File: src/rtl/pipeline_retire.sv
// Retire stage: flushable beat FIFO, valid/ready retire port, id sequence check.
// Optional RETIRE_BYPASS_EN lets a beat retire the same cycle when the FIFO is empty.
`ifndef ADDRESS_WIDTH
`define ADDRESS_WIDTH 32
`endif
`ifndef ID_WIDTH
`define ID_WIDTH 8
`endif

module pipeline_retire #(
    parameter int DEPTH       = 4,
    parameter int STALL_LEVEL = DEPTH,
    parameter int ADDR_W      = `ADDRESS_WIDTH,
    parameter int ID_W        = `ID_WIDTH
) (
    input  logic              clk,
    input  logic              reset,
    input  logic [ADDR_W-1:0] in_address,
    input  logic [ID_W-1:0]   in_id,
    input  logic              in_valid,
    output logic              out_stall,
    input  logic              in_flush,
    input  logic [ID_W-1:0]   in_flush_id,
    output logic [ADDR_W-1:0] ret_address,
    output logic [ID_W-1:0]   ret_id,
    output logic              ret_valid,
    input  logic              ret_ready,
    output logic              seq_err,
    output logic [7:0]        err_count,
    output logic [15:0]       ret_count
);

    localparam int PW = (DEPTH > 1) ? $clog2(DEPTH) : 1;
    localparam int CW = $clog2(DEPTH + 1);

    logic [ADDR_W-1:0] addr_q [DEPTH];
    logic [ID_W-1:0]   id_q   [DEPTH];
    logic [DEPTH-1:0]  vld_q;
    logic [DEPTH-1:0]  kill_q;
    logic [PW-1:0]     head_q;
    logic [PW-1:0]     tail_q;
    logic [CW-1:0]     count_q;
    logic [ID_W-1:0]   exp_q;

    logic accept, in_kill, in_live;
    logic head_occ, head_kill, head_live;
    logic byp, retire, pop, push, drop;

    function automatic logic [PW-1:0] inc(input logic [PW-1:0] p);
        return (p == PW'(DEPTH - 1)) ? '0 : p + 1'b1;
    endfunction

    assign out_stall = (count_q >= CW'(STALL_LEVEL));
    assign accept    = in_valid && !out_stall;
    assign in_kill   = in_flush && (in_flush_id == in_id);
    assign in_live   = accept && !in_kill;
    assign head_occ  = vld_q[head_q];
    assign head_kill = kill_q[head_q];
    assign head_live = head_occ && !head_kill;
    assign drop      = head_occ && head_kill;

`ifdef RETIRE_BYPASS_EN
    assign byp = in_live && (count_q == '0);
`else
    assign byp = 1'b0;
`endif

    assign ret_valid   = head_live || byp;
    assign ret_address = byp ? in_address : addr_q[head_q];
    assign ret_id      = byp ? in_id : id_q[head_q];
    assign retire      = ret_valid && ret_ready;
    assign pop         = drop || (head_live && ret_ready);
    // A bypassed beat that retires immediately never occupies a slot
    assign push        = in_live && !(byp && ret_ready);

    always_ff @(posedge clk or posedge reset) begin
        if (reset) begin
            for (int i = 0; i < DEPTH; i++) begin
                addr_q[i] <= '0;
                id_q[i]   <= '0;
            end
            vld_q     <= '0;
            kill_q    <= '0;
            head_q    <= '0;
            tail_q    <= '0;
            count_q   <= '0;
            exp_q     <= '0;
            seq_err   <= 1'b0;
            err_count <= '0;
            ret_count <= '0;
        end else begin
            for (int i = 0; i < DEPTH; i++) begin
                if (in_flush && vld_q[i] && id_q[i] == in_flush_id) begin
                    kill_q[i] <= 1'b1;
                end
            end
            if (pop) begin
                vld_q[head_q] <= 1'b0;
                head_q        <= inc(head_q);
            end
            if (push) begin
                addr_q[tail_q] <= in_address;
                id_q[tail_q]   <= in_id;
                vld_q[tail_q]  <= 1'b1;
                kill_q[tail_q] <= 1'b0;
                tail_q         <= inc(tail_q);
            end
            unique case ({push, pop})
                2'b10:   count_q <= count_q + 1'b1;
                2'b01:   count_q <= count_q - 1'b1;
                default: count_q <= count_q;
            endcase
            seq_err <= retire && (ret_id != exp_q);
            if (retire) begin
                exp_q     <= ret_id + 1'b1;
                ret_count <= ret_count + 1'b1;
                if (ret_id != exp_q && err_count != 8'hFF) begin
                    err_count <= err_count + 1'b1;
                end
            end else if (drop) begin
                exp_q <= id_q[head_q] + 1'b1;
            end
        end
    end

endmodule

File: config.mk
export PLATFORM = sky130hd
export DESIGN_NAME = pipeline_retire
export DESIGN_NICKNAME = d
export VERILOG_FILES = /design/src/rtl/pipeline_retire.sv
export SDC_FILE = /design/constraint.sdc
export NUM_CORES = 1
export LEC_CHECK = 0
export ABC_AREA = 0
export ABC_CLOCK_PERIOD_IN_PS = 8600
export BUFFER_PORTS_ARGS = -buffer_cell sky130_fd_sc_hd__buf_4
export CAP_MARGIN = 20
export CORE_MARGIN = 2
export CORE_UTILIZATION = 40
export CTS_BUF_LIST = sky130_fd_sc_hd__clkbuf_8 sky130_fd_sc_hd__clkbuf_16
export CTS_CLUSTER_DIAMETER = 150
export DETAILED_ROUTE_END_ITERATION = 10
export PLACE_DENSITY = 0.61
export REMOVE_ABC_BUFFERS = 1
export SLEW_MARGIN = 20
export SYNTH_ARGS = -nofsm -noshare
export SYNTH_HDL_FRONTEND = slang
export SYNTH_SLANG_ARGS = --single-unit
File: constraint.sdc
create_clock -name clk -period 8.6 [get_ports clk]
set_clock_uncertainty 0.2 [all_clocks]
set_input_delay 1.72 -clock clk [delete_from_list [all_inputs] [get_ports clk]]
set_output_delay 1.72 -clock clk [all_outputs]
set_load 0.02 [all_outputs]
-- After elaboration in Yosys (flattened, before gate mapping)
Index checks and enable logic that the tools add are counted.
- flip-flop bits (word level): 208
- input port bits: 53
- output and inout port bits: 67
- word-level logic and storage cells: 108
- $add $sub $neg: 7
- $lt $le $gt $ge: 8
- equality and inequality tests: 11
- mux-type cells: 32
- bitwise logic cells: 7
- reduce and logical (&&, ||, !) cells: 26
- operators by type and width (cell ; count):
    $bwmux W128 ; 1
    $mux W32 ; 3
    $bmux W32 S2 ; 1
    $demux W32 S2 ; 1
    $eq A8 B8 Y1 ; 5
    $mux W8 ; 5
    $bwmux W32 ; 1
    $logic_and A1 B1 Y1 ; 19
    $add A16 B1 Y16 const B ; 1
    $add A8 B1 Y8 const B ; 2
    $bmux W8 S2 ; 1
    $demux W8 S2 ; 1
    $mux W4 ; 3
    $ge A3 B3 Y1 const B ; 3
    $and A4 B4 Y4 ; 2
    $mux W1 ; 8
    $ne A8 B8 Y1 ; 1
    $ne A8 B8 Y1 const B ; 1
    $not A4 Y4 ; 2
    $eq A2 B2 Y1 const B ; 3
    $lt A2 B3 Y1 const B ; 2
    $not A2 Y3 ; 2
    $pmux W3 S2 ; 1
    $add A2 B1 Y2 const B ; 2
    13 further kinds ; 20

-- Depth between registers and ports, before layout
Gate-level depths: netlist of the first run.
- depth in word-level cells: 9
- mapped depth: 13
- gate-level depth less buffers: 11

-- Worst setup path after synthesis of the first run
No wires, ideal clock.
- path type: in2reg
- start: input in_flush_id[6]
- end: register count_q[2]
- setup time: 0.079 ns
- data arrival time: 3.680 ns
- setup slack: 4.641 ns
- stages on the path: 12
- buffers on the path: 2
- cells stage by stage: buf_2 -> xor2_1 -> nor4_1 -> a311oi_2 -> buf_2 -> inv_1 -> ha_1 -> inv_1 -> fa_1 -> xor2_1 -> nor2_1 -> xor2_1
- longest elaborated chain between the ends: 6
- elaborated cells on any way between the ends: 8
- classes of those cells: eq/ne (3); mux (1); reduce/logical (4)
- ends and longest elaborated chain (element ; RTL line ; source):
    from (decl) ; 23 ; input logic [ID_W-1:0] in_flush_id,
    $eq A8 B8 Y1 (*) ; 55 ; assign in_kill = in_flush && (in_flush_id == in_id);
    $logic_and A1 B1 Y1 (*) ; 55 ;
    $logic_not A1 Y1 (*) ; 56 ; assign in_live = accept && !in_kill;
    $logic_and A1 B1 Y1 (*) ; 56 ;
    $eq A2 B1 Y1 or $eq A2 B2 Y1 (tied branches) ; 108 ; unique case ({push, pop})
    $pmux W3 S2 or $reduce_bool A2 Y1 (tied branches) ; n/a ;
    to (signal assigned) ; 109 ; 2'b10: count_q <= count_q + 1'b1;
    to (signal assigned) ; 110 ; 2'b01: count_q <= count_q - 1'b1;
    to (signal assigned) ; 111 ; default: count_q <= count_q;
    to (decl) ; 42 ; logic [CW-1:0] count_q;
Every way passes the cells marked *; elsewhere a longest branch is shown, timed or not.
A chain may end at the register's enable or synchronous reset.

-- Final worst setup path of the first run
- start: register head_q[0]
- end: output ret_valid
- longest elaborated chain between the ends: 4
- elaborated cells on any way between the ends: 6
- classes of those cells: mux (4); reduce/logical (2)
- ends and longest elaborated chain (element ; RTL line ; source):
    from (decl) ; 40 ; logic [PW-1:0] head_q;
    from (signal assigned) ; 99 ; head_q <= inc(head_q);
    $bmux W1 S2 ; 58 ; assign head_kill = kill_q[head_q];
    $mux W1 (implied by the code) ; 58 ;
    $logic_not A1 Y1 ; 59 ; assign head_live = head_occ && !head_kill;
    $logic_and A1 B1 Y1 (*) ; 59 ;
    to (decl) ; 26 ; output logic ret_valid,
Every way passes the cells marked *; elsewhere a longest branch is shown, timed or not. The select of a mux whose other input is x is not followed.

==> results of run 1 <==
## worst reg2reg max path, delay by kind of cell, from the launching register on
family | cells | cell delay [ns]
multiplexers | 1 | 0.67
XOR/XNOR | 2 | 0.27
adder cells (fa/ha/maj) | 2 | 0.53
buffers and inverters | 2 | 0.58
AO/OA/AOI/OAI | 1 | 0.70
flip-flops | 1 | 1.08
AND/OR/NAND/NOR | 1 | 0.06
## worst paths after layout
| check | from | endpoint | slack [ns] | cells after the start |
|---|---|---|---|---|
| setup / recovery | head_q[0]$_DFFE_PP0N_ | ret_valid | 4.11 | 3 |
| hold / removal | ret_count[15]$_DFFE_PP0P_ | ret_count[15]$_DFFE_PP0P_ | 0.28 | 1 |
| setup reg to reg | head_q[0]$_DFFE_PP0N_ | count_q[2]$_DFFE_PP0P_ | 4.39 | 9 |
| hold reg to reg | ret_count[15]$_DFFE_PP0P_ | ret_count[15]$_DFFE_PP0P_ | 0.28 | 1 |
| max in group asynchronous | reset | head_q[0]$_DFFE_PP0N_ | 5.75 | 3 |
| min in group asynchronous | reset | err_count[1]$_DFFE_PP0P_ | 1.15 | 2 |
## logic make-up after synthesis
kind of cell / Yosys count / share of synthesized area
buffers and inverters: 53 / 0.0254
flip-flops: 208 / 0.531
AND/OR/NAND/NOR: 103 / 0.0591
adder cells (fa/ha/maj): 13 / 0.0174
multiplexers: 205 / 0.284
XOR/XNOR: 78 / 0.0697
AO/OA/AOI/OAI: 21 / 0.0133
## layer usage
layer | track usage | share of wire | routed length (microns)
met1 | 0.221 | 0.42 | 9410
met2 | 0.298 | 0.49 | 11000
met3 | 0.0462 | 0.059 | 1320
met4 | 0.0487 | 0.027 | 603
met5 | 0 | 0.00045 | 10
## layout by cell type (no fill, tap or decap), drive strengths merged
cell,n
nor2b,1
nor2,12
a21oi,4
buf,125
a311oi,1
nand4,11
clkbuf,34
and3,5
inv,16
clkinv,6
diode,1
nand2b,1
ha,12
xor2,35
nand2,44
mux2i,1
nor4b,2
nor3,7
and2,1
o21ai,12
a41oi,4
xnor2,43
nand3,9
fa,1
mux4,42
dfrtp,208
mux2,162
nor4,10
## registers in the layout, summed over array words and instances, names as in the netlist
signal     count
ret_count     16
count_q        3
id_q          32
head_q         2
tail_q         2
vld_q          4
exp_q          8
addr_q       128
err_count      8
seq_err        1
kill_q         4
## power groups by stage
stage	Sequential (W)	Clock [W]	Combinational (W)
floorplan	0.00175	0	0.00146
global placement	0.00178	0	0.00208
detailed placement	0.00183	0	0.00213
CTS	0.00181	0.00102	0.00214
global route	0.00187	0.00106	0.00227
finish	0.00181	0.000990	0.00211
## through the flow
step | std cells | hold slack [ns]
after floorplan | 642 | 0.246
after global placement | 1091 | 0.260
after detailed placement | 1091 | 0.263
after CTS | 1133 | 0.280
after global routing | 1133 | 0.289
final | 1134 | 0.277
## final cells by class
class,count,area (sq um),share of cell area
Sequential cell,208,5210,0.443
Clock inverter,8,47.5,0.00404
Timing Repair Buffer,125,942,0.0801
Antenna cell,1,2.50,0.000213
Inverter,14,60.1,0.00510
Tap cell,324,405,0.0345
Multi-Input combinational cell,420,4360,0.371
Clock buffer,34,738,0.0627
==> flow_summary.yaml, run 1 <==
die:
  rows: 57
  chipHeight_microns: 161
  io_pins: 120
  coreArea_sq_um: 24200
  die_area_sq_um: 25800
  die_width_microns: 161
  start_util: 0.406
critical_path:
  cp_num_buf_inv: 1
  path_class: "reg2out"
  cp_top_family: "flip-flops"
  arrival_ns: 2.57
  end_kind: "output pin"
  worstPathMaxFanout: 45
  cp_cell_sequence: "mux4_2, nor2b_4, buf_4"
  required_ns: 6.68
  start_kind: "flop"
  cp_slowest_cell: "dfrtp_4"
  critical-path-max-stage-delay_ns: 1.08
sta:
  clock.fmax_mhz: 223
  setup_violations: 0
  relSlewSlack: 0.342
  rsz0062_at_grt: "false"
  worstMarginPinSlew_ns: 0.987
  fin_crit_sh: 0.522
  drv_slew: 0
  finalHoldViolations: 0
  tns_ns: 0
  fin_ws_ns: 4.11
  min_period_ns: 4.49
global_routing:
  grt_pass1_vias: 6511
  overflow: 0
  antenna_found_initial: 2
  grt_max_degree: 127
  grt_pass1_wl_microns: 35900
  grt_use_total: 0.175
synthesis:
  synth_edf_count: 0
  synth_common_cells: "208 x dfrtp_1, 156 x mux2_2, 43 x xnor2_1"
  synthTopCellsByArea: "dfrtp_1 53%, mux2_2 18%, mux4_2 9.6%, xnor2_1 3.8%, xor2_1 3.1%"
  seq_area_frac_synth: 0.531
  avgSynthCellArea_sq_um: 14.4
  yosysMostFrequentCell: "dfrtp_1"
  ys.flop_type: "dfrtp_1"
  yosysTopAreaCell: "dfrtp_1"
  yosysWarnings: 0
  synth_top_area_frac: 0.531
  synth_seq_cells: 208
  async_flop_share: 1.00
  syn_area_sq_um: 9800
  syn_inst: 681
  synth_cell_types: 38
finish:
  fillers: 2102
  fin_area_sq_um: 11800
  drive_gt1_frac: 0.473
  final_core_util: 0.487
  syn_to_final_growth_pct: 20.0
  nets: 859
routing:
  viasPerCell: 5.22
  routed_wl_microns: 22300
  firstDrtPassIters: 4
  drc: 0
  ant_nets: 0
  avgRoutedWirePerCell_microns: 19.7
  drt_iter0_drc: 363
  via_count: 5914
pwr:
  ir_drop_mv: 0.251
  p_clk_frac: 0.202
  p_sw_w: 0.00176
  cellPowerDensity_nw_per_um2: 417
  p_comb_frac: 0.431
  switching_share: 0.358
  p_int_w: 0.00315
  leakagePower_nw: 5.26
  finalPower_w: 0.00491
  pwr-share-seq: 0.368
place:
  placed_cell_area_sq_um: 11000
  globalplace.congestion: 0.787
  io_buffers: 119
  pre_cts_slack_ns: 3.96
  place_hpwl_microns: 14500
clock_network:
  post_cts_buffers: 0
  clkSlewWorstSetupHoldPaths_ns: 0.06
  clockBufferDepth: 3
  clock_latency_ns: 0.51
  cts_root_buf: "clkbuf_16"
  cts_resized: 0
  cts_tree: "yes"
  cts_htree_levels: 1
  cts.sink_count: 208
  cts_hold_buf: 0
  cts-buffers-inserted: 24
run:
  drv_cap: 0
worst_hold_path:
  hp-class: "reg2reg"
outcome:
  status: "finished, final reports clean"
(Power assumes the default switching activity.)
==> run 2, diff against run 1 <==
--- a/config.mk
+++ b/config.mk
@@ -6,7 +6,7 @@
 export NUM_CORES = 1
 export LEC_CHECK = 0
 export ABC_AREA = 0
-export ABC_CLOCK_PERIOD_IN_PS = 8600
+export ABC_CLOCK_PERIOD_IN_PS = 3800
 export BUFFER_PORTS_ARGS = -buffer_cell sky130_fd_sc_hd__buf_4
 export CAP_MARGIN = 20
 export CORE_MARGIN = 2
@@ -14,7 +14,7 @@
 export CTS_BUF_LIST = sky130_fd_sc_hd__clkbuf_8 sky130_fd_sc_hd__clkbuf_16
 export CTS_CLUSTER_DIAMETER = 150
 export DETAILED_ROUTE_END_ITERATION = 10
-export PLACE_DENSITY = 0.61
+export PLACE_DENSITY = 0.64
 export REMOVE_ABC_BUFFERS = 1
 export SLEW_MARGIN = 20
 export SYNTH_ARGS = -nofsm -noshare
==> constraint.sdc (replaced) <==
create_clock -name clk -period 3.8 [get_ports clk]
set_clock_uncertainty 0.2 [all_clocks]
set_input_delay 0.76 -clock clk [delete_from_list [all_inputs] [get_ports clk]]
set_output_delay 0.76 -clock clk [all_outputs]
set_load 0.02 [all_outputs]
==> run 2 against run 1 <==
Effect of this change: clock power grew 120%; non-clock buffer count grew 11; cell count grew 0.79%; highest routed layer is now met4; hold slack lost 0.12 ns; utilization grew 0.29 points; critical endpoint is now ret_address[26]; sequential power grew 120%; sequential cell count is the same; setup slack lost 3.8 ns; combinational power grew 130%; critical path depth is the same; register-to-register slack lost 3.7 ns.
==> flow_summary.yaml, run 2 (synthesized netlist as in run 1, its figures left out) <==
sta:
  tns_ns: 0
  rsz0062_at_grt: "false"
  relSlewSlack: 0.487
  clock.fmax_mhz: 287
  setup_violations: 0
  finalHoldViolations: 0
  worstMarginPinSlew_ns: 0.769
  drv_slew: 0
  fin_ws_ns: 0.321
  fin_crit_sh: 0.916
  min_period_ns: 3.48
pwr:
  leakagePower_nw: 5.32
  cellPowerDensity_nw_per_um2: 927
  finalPower_w: 0.0110
  ir_drop_mv: 0.583
routing:
  via_count: 5834
  ant_nets: 0
  drc: 0
  firstDrtPassIters: 4
  viasPerCell: 5.10
  routed_wl_microns: 21200
  drt_iter0_drc: 350
  avgRoutedWirePerCell_microns: 18.6
global_routing:
  antenna_found_initial: 0
  grt_pass1_wl_microns: 34300
  grt_pass1_vias: 6183
  grt_use_total: 0.167
  grt_max_degree: 105
  overflow: 0
clock_network:
  clockBufferDepth: 3
  cts-buffers-inserted: 24
  clkSlewWorstSetupHoldPaths_ns: 0.06
  cts_hold_buf: 0
  post_cts_buffers: 0
  cts_root_buf: "clkbuf_16"
  cts_tree: "yes"
  cts.sink_count: 208
  cts_htree_levels: 1
  clock_latency_ns: 0.54
  cts_resized: 0
finish:
  top_register: "addr_q"
  syn_to_final_growth_pct: 20.7
  drive_gt1_frac: 0.471
  n_antenna_cell: 0
  nets: 870
  final_core_util: 0.490
  layout_common_cells: "206 x dfrtp_1, 156 x mux2_2, 132 x buf_4"
  reg.largest.list: "addr_q: 128 flops, id_q: 32 flops, ret_count: 16 flops"
  layout_commonest_cell: "dfrtp_1"
  largest_register_ffs: 128
die:
  coreArea_sq_um: 24200
  die_area_sq_um: 25800
  start_util: 0.406
  die_width_microns: 161
  chipHeight_microns: 161
  rows: 57
  io_pins: 120
critical_path:
  crit_top_cell: "buf_4"
  path_class: "reg2out"
  regToRegSetupSlack_ns: 0.70
  required_ns: 2.84
  cp_cell_sequence: "buf_4, mux4_2, buf_4"
  timing.rr.end: "count_q[2]$_DFFE_PP0P_"
  crit_end: "ret_address[26]"
  worstPathMaxFanout: 18
  arrival_ns: 2.52
  cp_slowest_cell: "dfrtp_2"
  rr_worst_depth: 9
  worstSetupStartpoint: "head_q[0]$_DFFE_PP0N_"
  start_kind: "flop"
  end_kind: "output pin"
  critical-path-max-stage-delay_ns: 0.77
  r2r-start: "head_q[0]$_DFFE_PP0N_"
place:
  globalplace.congestion: 0.790
  io_buffers: 119
  place_hpwl_microns: 14000
  pre_cts_slack_ns: 0.314
run:
  drv_cap: 0
outcome:
  status: "finished, final reports clean"
worst_hold_path:
  hp-class: "in2async"
## run 2: cell count changes in the layout (fill, tap and decap cells not counted), moves of 4 or more
cell | previous run | this run
buf_12 | 0 | 4
buf_4 | 124 | 132
clkbuf_8 | 10 | 1
inv_1 | 15 | 22
## run 2: how the worst min path moves through the flow
stage	end	slack [ns]	start	cells past startpoint
floorplan	count_q[0]$_DFFE_PP0P_	0.25	count_q[0]$_DFFE_PP0P_	1
global placement	ret_count[15]$_DFFE_PP0P_	0.26	ret_count[15]$_DFFE_PP0P_	1
detailed placement	ret_count[15]$_DFFE_PP0P_	0.27	ret_count[15]$_DFFE_PP0P_	1
CTS	addr_q[121]$_DFFE_PP0P_	0.18	reset	2
global route	count_q[0]$_DFFE_PP0P_	0.21	reset	2
finish	count_q[0]$_DFFE_PP0P_	0.16	reset	2
## run 2: metrics by stage
stage / hold slack [ns] / instance area, sq um / cells
2_1_floorplan: 0.246 / 9610 / 642
3_3_place_gp: 0.259 / 11100 / 1102
3_5_place_dp: 0.265 / 11100 / 1102
4_1_cts: 0.179 / 11800 / 1143
5_1_grt: 0.212 / 11800 / 1143
6_report: 0.157 / 11800 / 1143
## run 2: power by group
group	internal (W)	switching, W
combinational	0.00259	0.00225
sequential	0.00325	0.000735
clock	0.00123	0.000908
## run 2: metal layers
metal / GRT usage / up-vias / share of wire
met5: 0 / - / 0
met4: 0.0418 / 0 / 0.022
met3: 0.0434 / 35 / 0.064
met2: 0.274 / 132 / 0.47
met1: 0.224 / 2991 / 0.44
li1: - / 2676 / -
## run 2: worst max-delay path: cells and delay by family, from the launching register on
kind | cells | cell delay, ns
buf+inv | 2 | 0.65
flops | 1 | 0.77
mux | 1 | 0.57
## run 2: final cells by class
| type | count | area, sq um |
|---|---|---|
| Tap cell | 324 | 405 |
| Multi-Input combinational cell | 420 | 4360 |
| Fill cell | 2111 | 12300 |
| Sequential cell | 208 | 5210 |
| Timing Repair Buffer | 136 | 1070 |
| Inverter | 14 | 60.1 |
| Clock buffer | 25 | 614 |
| Clock inverter | 16 | 118 |
